[src/rtl/alu_ctrl_fsm_if.sv]
// alu_ctrl_fsm_if
// Bundles every non-clock/reset signal of the control sequencer.
//   Start, Instr, alu_zero, mem_ack       : environment -> sequencer
//   alu_op, alu_b_sel, reg_we, wb_sel     : ALU / register-file controls
//   mem_req, mem_we                       : data-memory request
//   pc_clr, pc_inc, pc_branch             : PC controls
//   ir_q, done, err, instr_cnt            : status
//   state_dbg                             : current FSM state for observation
// Modports: master = the sequencer, slave = the surrounding core / memory.
//
// Memory handshake: mem_req rises when the sequencer enters MEM and stays high
// (with mem_we stable) until the cycle in which mem_ack is sampled high; that
// cycle completes the transfer. mem_ack is a single-cycle pulse and is ignored
// whenever mem_req is low.
interface alu_ctrl_fsm_if #(
  parameter int CNT_W = 16
);
  logic             Start;
  logic [8:0]       Instr;
  logic             alu_zero;
  logic             mem_ack;
  logic [2:0]       alu_op;
  logic             alu_b_sel;
  logic             reg_we;
  logic             wb_sel;
  logic             mem_req;
  logic             mem_we;
  logic             pc_clr;
  logic             pc_inc;
  logic             pc_branch;
  logic [8:0]       ir_q;
  logic             done;
  logic             err;
  logic [CNT_W-1:0] instr_cnt;
  logic [2:0]       state_dbg;

  modport master (
    input  Start, Instr, alu_zero, mem_ack,
    output alu_op, alu_b_sel, reg_we, wb_sel, mem_req, mem_we,
           pc_clr, pc_inc, pc_branch, ir_q, done, err, instr_cnt, state_dbg
  );

  modport slave (
    output Start, Instr, alu_zero, mem_ack,
    input  alu_op, alu_b_sel, reg_we, wb_sel, mem_req, mem_we,
           pc_clr, pc_inc, pc_branch, ir_q, done, err, instr_cnt, state_dbg
  );
endinterface

[src/rtl/alu_ctrl_fsm.sv]
// alu_ctrl_fsm
// Multi-cycle control sequencer for the 8-bit core: fetches a 9-bit
// instruction, decodes opcode Instr[8:6] and sequences the ALU, register file,
// PC and data memory. Includes a bounded memory wait that traps to ERR and a
// saturating retired-instruction counter.
// Ports:
//   Clk      rising-edge clock
//   Reset_n  asynchronous active-low reset
//   bus      alu_ctrl_fsm_if.master (see interface header for signal list)
module alu_ctrl_fsm #(
  parameter int CNT_W       = 16,
  parameter int MEM_TIMEOUT = 8
) (
  input  logic           Clk,
  input  logic           Reset_n,
  alu_ctrl_fsm_if.master bus
);

  typedef enum logic [2:0] {
    IDLE   = 3'd0,
    FETCH  = 3'd1,
    DECODE = 3'd2,
    EXEC   = 3'd3,
    MEM    = 3'd4,
    WB     = 3'd5,
    HALT   = 3'd6,
    ERR    = 3'd7
  } state_t;

  localparam logic [2:0] OP_STP  = 3'b000;
  localparam logic [2:0] OP_SHF  = 3'b001;
  localparam logic [2:0] OP_BNEG = 3'b010;
  localparam logic [2:0] OP_NOR  = 3'b011;
  localparam logic [2:0] OP_ADD  = 3'b100;
  localparam logic [2:0] OP_ADDI = 3'b101;
  localparam logic [2:0] OP_ST   = 3'b110;
  localparam logic [2:0] OP_LD   = 3'b111;

  // Last MEM cycle index allowed without an ack.
  localparam logic [7:0] WAIT_LAST = 8'(MEM_TIMEOUT - 1);

  state_t           state, state_nx;
  logic [8:0]       ir_q;
  logic [7:0]       wait_cnt;
  logic [CNT_W-1:0] cnt;
  logic [2:0]       op;
  logic             restart;
  logic             retire;

  logic [2:0] alu_op;
  logic       alu_b_sel, reg_we, wb_sel, mem_req, mem_we;
  logic       pc_clr, pc_inc, pc_branch, done, err;

  assign op      = ir_q[8:6];
  assign restart = ((state == IDLE) || (state == HALT) || (state == ERR)) && bus.Start;

  // State register
  always_ff @(posedge Clk or negedge Reset_n) begin
    if (!Reset_n) state <= IDLE;
    else          state <= state_nx;
  end

  // Instruction register, memory wait counter, retired counter
  always_ff @(posedge Clk or negedge Reset_n) begin
    if (!Reset_n) begin
      ir_q     <= '0;
      wait_cnt <= '0;
      cnt      <= '0;
    end else begin
      if (state == FETCH) ir_q <= bus.Instr;

      if (state == EXEC)
        wait_cnt <= '0;
      else if (state == MEM && !bus.mem_ack && wait_cnt != WAIT_LAST)
        wait_cnt <= wait_cnt + 8'd1;

      if (restart)
        cnt <= '0;
      else if (retire && cnt != '1)
        cnt <= cnt + 1'b1;
    end
  end

  // Next-state logic
  always_comb begin
    state_nx = state;
    case (state)
      IDLE, HALT, ERR: if (bus.Start) state_nx = FETCH;
      FETCH:           state_nx = DECODE;
      DECODE:          state_nx = (op == OP_STP) ? HALT : EXEC;
      EXEC:            state_nx = (op == OP_LD || op == OP_ST) ? MEM : FETCH;
      MEM: begin
        // An ack in the timeout cycle still completes the access.
        if (bus.mem_ack)              state_nx = (op == OP_LD) ? WB : FETCH;
        else if (wait_cnt == WAIT_LAST) state_nx = ERR;
      end
      WB:              state_nx = FETCH;
      default:         state_nx = IDLE;
    endcase
  end

  // Output decode
  always_comb begin
    alu_op    = 3'b000;
    alu_b_sel = 1'b0;
    reg_we    = 1'b0;
    wb_sel    = 1'b0;
    mem_req   = 1'b0;
    mem_we    = 1'b0;
    pc_clr    = 1'b0;
    pc_inc    = 1'b0;
    pc_branch = 1'b0;
    done      = 1'b0;
    err       = 1'b0;
    retire    = 1'b0;
    case (state)
      IDLE: pc_clr = bus.Start;
      HALT: begin
        done   = 1'b1;
        pc_clr = bus.Start;
      end
      ERR: begin
        err    = 1'b1;
        pc_clr = bus.Start;
      end
      DECODE: alu_op = op;
      EXEC: begin
        alu_op    = op;
        alu_b_sel = (op == OP_ADDI);
        case (op)
          OP_ADD, OP_ADDI, OP_NOR, OP_SHF: begin
            reg_we = 1'b1;
            pc_inc = 1'b1;
            retire = 1'b1;
          end
          OP_BNEG: begin
            // alu_zero flags a negative operand: take the branch.
            pc_branch = bus.alu_zero;
            pc_inc    = !bus.alu_zero;
            retire    = 1'b1;
          end
          default: ;
        endcase
      end
      MEM: begin
        alu_op  = op;
        mem_req = 1'b1;
        mem_we  = (op == OP_ST);
        if (bus.mem_ack && op == OP_ST) begin
          pc_inc = 1'b1;
          retire = 1'b1;
        end
      end
      WB: begin
        reg_we = 1'b1;
        wb_sel = 1'b1;
        pc_inc = 1'b1;
        retire = 1'b1;
      end
      default: ;
    endcase
  end

  assign bus.alu_op    = alu_op;
  assign bus.alu_b_sel = alu_b_sel;
  assign bus.reg_we    = reg_we;
  assign bus.wb_sel    = wb_sel;
  assign bus.mem_req   = mem_req;
  assign bus.mem_we    = mem_we;
  assign bus.pc_clr    = pc_clr;
  assign bus.pc_inc    = pc_inc;
  assign bus.pc_branch = pc_branch;
  assign bus.done      = done;
  assign bus.err       = err;
  assign bus.ir_q      = ir_q;
  assign bus.instr_cnt = cnt;
  assign bus.state_dbg = state;

endmodule

[src/flat_wrapper.sv]
// flat-port wrapper written by rule: the top's interface ports become plain ports
module alu_ctrl_fsm_flat 
#(
  parameter int CNT_W       = 16,
  parameter int MEM_TIMEOUT = 8
)
  (Clk, Reset_n, bus_Start, bus_Instr, bus_alu_zero, bus_mem_ack, bus_alu_op, bus_alu_b_sel, bus_reg_we, bus_wb_sel, bus_mem_req, bus_mem_we, bus_pc_clr, bus_pc_inc, bus_pc_branch, bus_ir_q, bus_done, bus_err, bus_instr_cnt, bus_state_dbg);
  alu_ctrl_fsm_if #(.CNT_W(CNT_W)) bus_i ();
  input  logic Clk;
  input  logic Reset_n;
  input wire logic [$bits(bus_i.Start)-1:0] bus_Start;
  input wire logic [$bits(bus_i.Instr)-1:0] bus_Instr;
  input wire logic [$bits(bus_i.alu_zero)-1:0] bus_alu_zero;
  input wire logic [$bits(bus_i.mem_ack)-1:0] bus_mem_ack;
  output wire logic [$bits(bus_i.alu_op)-1:0] bus_alu_op;
  output wire logic [$bits(bus_i.alu_b_sel)-1:0] bus_alu_b_sel;
  output wire logic [$bits(bus_i.reg_we)-1:0] bus_reg_we;
  output wire logic [$bits(bus_i.wb_sel)-1:0] bus_wb_sel;
  output wire logic [$bits(bus_i.mem_req)-1:0] bus_mem_req;
  output wire logic [$bits(bus_i.mem_we)-1:0] bus_mem_we;
  output wire logic [$bits(bus_i.pc_clr)-1:0] bus_pc_clr;
  output wire logic [$bits(bus_i.pc_inc)-1:0] bus_pc_inc;
  output wire logic [$bits(bus_i.pc_branch)-1:0] bus_pc_branch;
  output wire logic [$bits(bus_i.ir_q)-1:0] bus_ir_q;
  output wire logic [$bits(bus_i.done)-1:0] bus_done;
  output wire logic [$bits(bus_i.err)-1:0] bus_err;
  output wire logic [$bits(bus_i.instr_cnt)-1:0] bus_instr_cnt;
  output wire logic [$bits(bus_i.state_dbg)-1:0] bus_state_dbg;
  assign bus_i.Start = bus_Start;
  assign bus_i.Instr = bus_Instr;
  assign bus_i.alu_zero = bus_alu_zero;
  assign bus_i.mem_ack = bus_mem_ack;
  assign bus_alu_op = bus_i.alu_op;
  assign bus_alu_b_sel = bus_i.alu_b_sel;
  assign bus_reg_we = bus_i.reg_we;
  assign bus_wb_sel = bus_i.wb_sel;
  assign bus_mem_req = bus_i.mem_req;
  assign bus_mem_we = bus_i.mem_we;
  assign bus_pc_clr = bus_i.pc_clr;
  assign bus_pc_inc = bus_i.pc_inc;
  assign bus_pc_branch = bus_i.pc_branch;
  assign bus_ir_q = bus_i.ir_q;
  assign bus_done = bus_i.done;
  assign bus_err = bus_i.err;
  assign bus_instr_cnt = bus_i.instr_cnt;
  assign bus_state_dbg = bus_i.state_dbg;
  alu_ctrl_fsm #(.CNT_W(CNT_W), .MEM_TIMEOUT(MEM_TIMEOUT)) u_core (.Clk(Clk), .Reset_n(Reset_n), .bus(bus_i));
endmodule
[config.mk]
export PLATFORM = sky130hd
export DESIGN_NAME = alu_ctrl_fsm_flat
export DESIGN_NICKNAME = d
export VERILOG_FILES = /design/src/rtl/alu_ctrl_fsm_if.sv /design/src/rtl/alu_ctrl_fsm.sv /design/src/flat_wrapper.sv
export SDC_FILE = /design/constraint.sdc
export NUM_CORES = 1
export LEC_CHECK = 0
export BUFFER_PORTS_ARGS = -buffer_cell sky130_fd_sc_hd__buf_2
export CORE_MARGIN = 3
export CORE_UTILIZATION = 38
export DETAILED_ROUTE_END_ITERATION = 10
export GPL_TIMING_DRIVEN = 0
export PLACE_DENSITY = 0.64
export SLEW_MARGIN = 20
export SYNTH_ARGS = -nofsm -noshare
export SYNTH_HDL_FRONTEND = slang
export SYNTH_SLANG_ARGS = --single-unit
[constraint.sdc]
create_clock -name Clk -period 2.2 [get_ports Clk]
set_input_delay 0.22 -clock Clk [delete_from_list [all_inputs] [get_ports Clk]]
set_output_delay 0.22 -clock Clk [all_outputs]
set_load 0.01 [all_outputs]
==> results.py <==
metrics = {
    "drt": {
        "ant_nets": 0,
        "routed_wl_um": 5024,
        "dr.pass1.iters": 4,
        "via_per_inst": 5.371,
        "wl_per_cell_um": 14.11,
        "drt_first_iter_violations": 104,
        "drc_errors": 0,
        "via_count": 1912,
    },
    "worst_setup_path": {
        "cp-end-kind": "output port",
        "crit_arrival_ns": 1.86,
        "slowest_stage": "dfrtp_1",
        "timing.rr.start": "u_core.bus.instr_cnt[9]$_DFFE_PN0P_",
        "r2r_setup_slack_ns": 0.23,
        "path_cells": "clkbuf_2 > and2_1 > o21ai_4 > clkbuf_4 > inv_1 > buf_2",
        "cpPeakStageDelay_ns": 0.40,
        "rr_worst_depth": 6,
        "cp_max_fo": 10,
        "cp_top_family": "buffers and inverters",
        "start_kind": "flop",
        "worst-setup-path-type": "reg -> out",
        "r2r-end": "u_core.bus.instr_cnt[10]$_DFFE_PN0P_",
        "path_buf_inv": 4,
        "cp_data_required_time_ns": 1.98,
    },
    "synth": {
        "yosysWarnings": 0,
        "async_reset_ff_frac": 1.000,
        "syn-num-nets": 238,
        "synth_edf_count": 0,
        "ys_seq_elements": 36,
        "synth_top_area_cell": "dfrtp_1",
        "syn_inst": 222,
        "ys_seq_area_frac": 0.4263,
        "syn-cell-area_sq_um": 2113,
        "synth.top_cell.area_share": 0.4263,
        "synth_ff_type": "dfrtp_1",
        "syn_avg_cell_area_sq_um": 9.519,
        "synth_area_leaders": "dfrtp_1 (43%), mux2_2 (4.3%), nand2_1 (3.9%)",
        "synth_cell_type_count": 56,
    },
    "cts": {
        "hold_buffers": 0,
        "clockBufferDepth": 2,
        "cts_made_buffers": 5,
        "clkTransAtPathRegs_ns": 0.07,
        "clockRootBuffer": "clkbuf_8",
        "htreeDepth": 2,
        "clkSinkCount": 36,
        "cts_tree": "done",
        "clkLatencyLatePin_ns": 0.28,
    },
    "timing": {
        "timing_worst_slew_pin_value_ns": 0.8102,
        "period_needed_ns": 2.082,
        "max-slew-margin-rel": 0.4599,
        "slew_violations": 0,
        "fmax_ghz": 0.4803,
        "rsz0062_at_grt": "no",
        "setup_tns_ns": 0,
        "clock_skew_ns": 0.001820,
        "setup_violations": 0,
        "finalHoldViolCount": 0,
        "fin_crit_sh": 0.9464,
    },
    "placement": {
        "io_buffer_count": 54,
        "placed_area_sq_um": 2471,
        "placedCellCount": 346,
        "dp_hpwl_um": 3677,
        "place.gp.congestion": 0.8065,
    },
    "layout": {
        "syn_to_final_growth_pct": 24.22,
        "fin_area_sq_um": 2625,
        "layout-drive-gt1-share": 0.3427,
        "regArea_sq_um": 903.4,
        "fill_cells": 524,
        "diodes": 0,
        "multi_input_area_sq_um": 1152,
        "fin_cells": 356,
        "nets": 301,
    },
    "floorplanning": {
        "die_area_sq_um": 6492,
        "core_area_sq_um": 5238,
        "initial_utilization": 0.4035,
        "die_h_um": 80.58,
        "pin_count": 55,
        "row_count": 26,
        "die_x_um": 80.58,
    },
    "pwr": {
        "ir_worst_vdd_v": 0.0005825,
        "powerDensity_nw_per_um2": 1052,
        "p_leak_nw": 1.233,
    },
    "global_route": {
        "grt_max_degree": 37,
        "grt_pass1_vias": 1774,
        "grt_usage": 0.1620,
        "grt_pass1_wl_um": 8252,
        "antenna_found_initial": 0,
        "grt-ovfl-total": 0,
    },
    "worst_hold_path": {
        "hp-class": "in -> async",
    },
    "run": {
        "cap_violations": 0,
    },
    "outcome": {
        "status": "finished, final reports clean",
    },
}
## sequential cells by signal (all words and copies together) (netlist names)
signal and flops:
u_core.bus.instr_cnt 16, u_core.bus.ir_q 9, u_core.bus.state_dbg 3, u_core.wait_cnt 8
## metal layers
layer,vias up,GRT usage,part of all wire
li1,950,-,-
met5,-,0,0
met3,6,0.03475,0.057
met4,0,0.05068,0.010
met2,51,0.2591,0.47
met1,905,0.2181,0.46
## Yosys cell counts (all sizes together) (2+ instances only)
cell type / number
dfrtp: 36
nand2: 23
nor2: 16
o21ai: 15
nand3: 12
a21oi: 11
inv: 8
mux2: 8
nor4: 8
buf: 6
mux2i: 6
nand2b: 6
o31ai: 6
nor3: 5
and3: 4
or4: 4
a31oi: 3
and2: 3
clkbuf: 3
nand4: 3
nor2b: 3
o211ai: 3
or3: 3
xnor2: 3
a21o: 2
and4: 2
clkinv: 2
ha: 2
nand4b: 2
nor4b: 2
o221ai: 2
o311ai: 2
## power breakdown
group / total (W) / switching, W / internal, W / leakage, nW
Sequential: 0.000965 / 0.000151 / 0.000814 / 0.472
Clock: 0.000485 / 0.000229 / 0.000255 / 0.0455
Combinational: 0.00131 / 0.000764 / 0.000546 / 0.715
## area by class of cell
| type | count | area share |
|---|---|---|
| well taps | 70 | 0.03337 |
| flip-flops and latches | 36 | 0.3441 |
| multi-input cells | 167 | 0.4390 |
| clock buffers | 8 | 0.03432 |
| inverters | 10 | 0.01430 |
| repair buffers | 56 | 0.1087 |
| plain buffers | 9 | 0.02622 |
## logic make-up (layout without fill, tap and decap cells)
group           after synthesis  in the layout  synth area share
compound gates               50             50            0.1557
xor+xnor                      4              4           0.01658
fa+ha+maj                     2              2           0.01184
buf+inv                      19             83           0.04677
flops                        36             36            0.4263
mux                          14             14           0.07105
simple gates                 97             97            0.2718
## repair_timing
item                                    4_1_cts  5_1_grt
cloned                                        0        0
endpoints found under the setup margin        8       14
pin swaps                                     1        1
resized for setup                             5       11
setup buffers                                 2        0
endpoints found under the hold margin         0        0
## cells in the final DEF (no fill, tap or decap), drive strengths merged, types with 2 or more instances in the layout
master,instances
nor2,16
nor2b,3
o31ai,6
and2,3
or3,3
o311ai,2
and4,2
and3,4
a21o,2
nor3,5
o21ai,15
buf,62
clkinv,2
mux2i,6
o221ai,2
nand4,3
nor4b,2
nand2,23
or4,4
mux2,8
xnor2,3
clkbuf,11
inv,8
ha,2
o211ai,3
dfrtp,36
a31oi,3
nand3,12
a21oi,11
nand4b,2
nand2b,6
nor4,8
## stage by stage
| stage | power [W] | setup WS (ns) | hold slack [ns] | util |
|---|---|---|---|---|
| floorplan | 0.001822 | 0.2483 | -0.07559 | - |
| global placement | 0.002229 | -0.06559 | 0.3640 | 0.4718 |
| detailed placement | 0.002244 | -0.05772 | 0.3694 | 0.4718 |
| CTS | 0.002747 | 0.04047 | 0.06047 | 0.4943 |
| global route | 0.002974 | 0.01241 | 0.08721 | 0.5012 |
| finish | 0.002760 | 0.1178 | 0.02066 | 0.5012 |
## how the worst max path moves through the flow
stage                                              startpoint                                  end  cells after the start
final                     u_core.bus.state_dbg[1]$_DFFE_PN0P_                           bus_pc_clr                      6
after global routing      u_core.bus.state_dbg[1]$_DFFE_PN0P_                           bus_pc_clr                      6
after global placement    u_core.bus.state_dbg[0]$_DFFE_PN0P_                           bus_pc_clr                      6
after floorplan           u_core.bus.instr_cnt[0]$_DFFE_PN0P_  u_core.bus.instr_cnt[1]$_DFFE_PN0P_                      6
after detailed placement  u_core.bus.state_dbg[0]$_DFFE_PN0P_                           bus_pc_clr                      6
after CTS                 u_core.bus.state_dbg[1]$_DFFE_PN0P_                           bus_pc_clr                      6
Note: power is estimated with default switching activity, not from simulation.
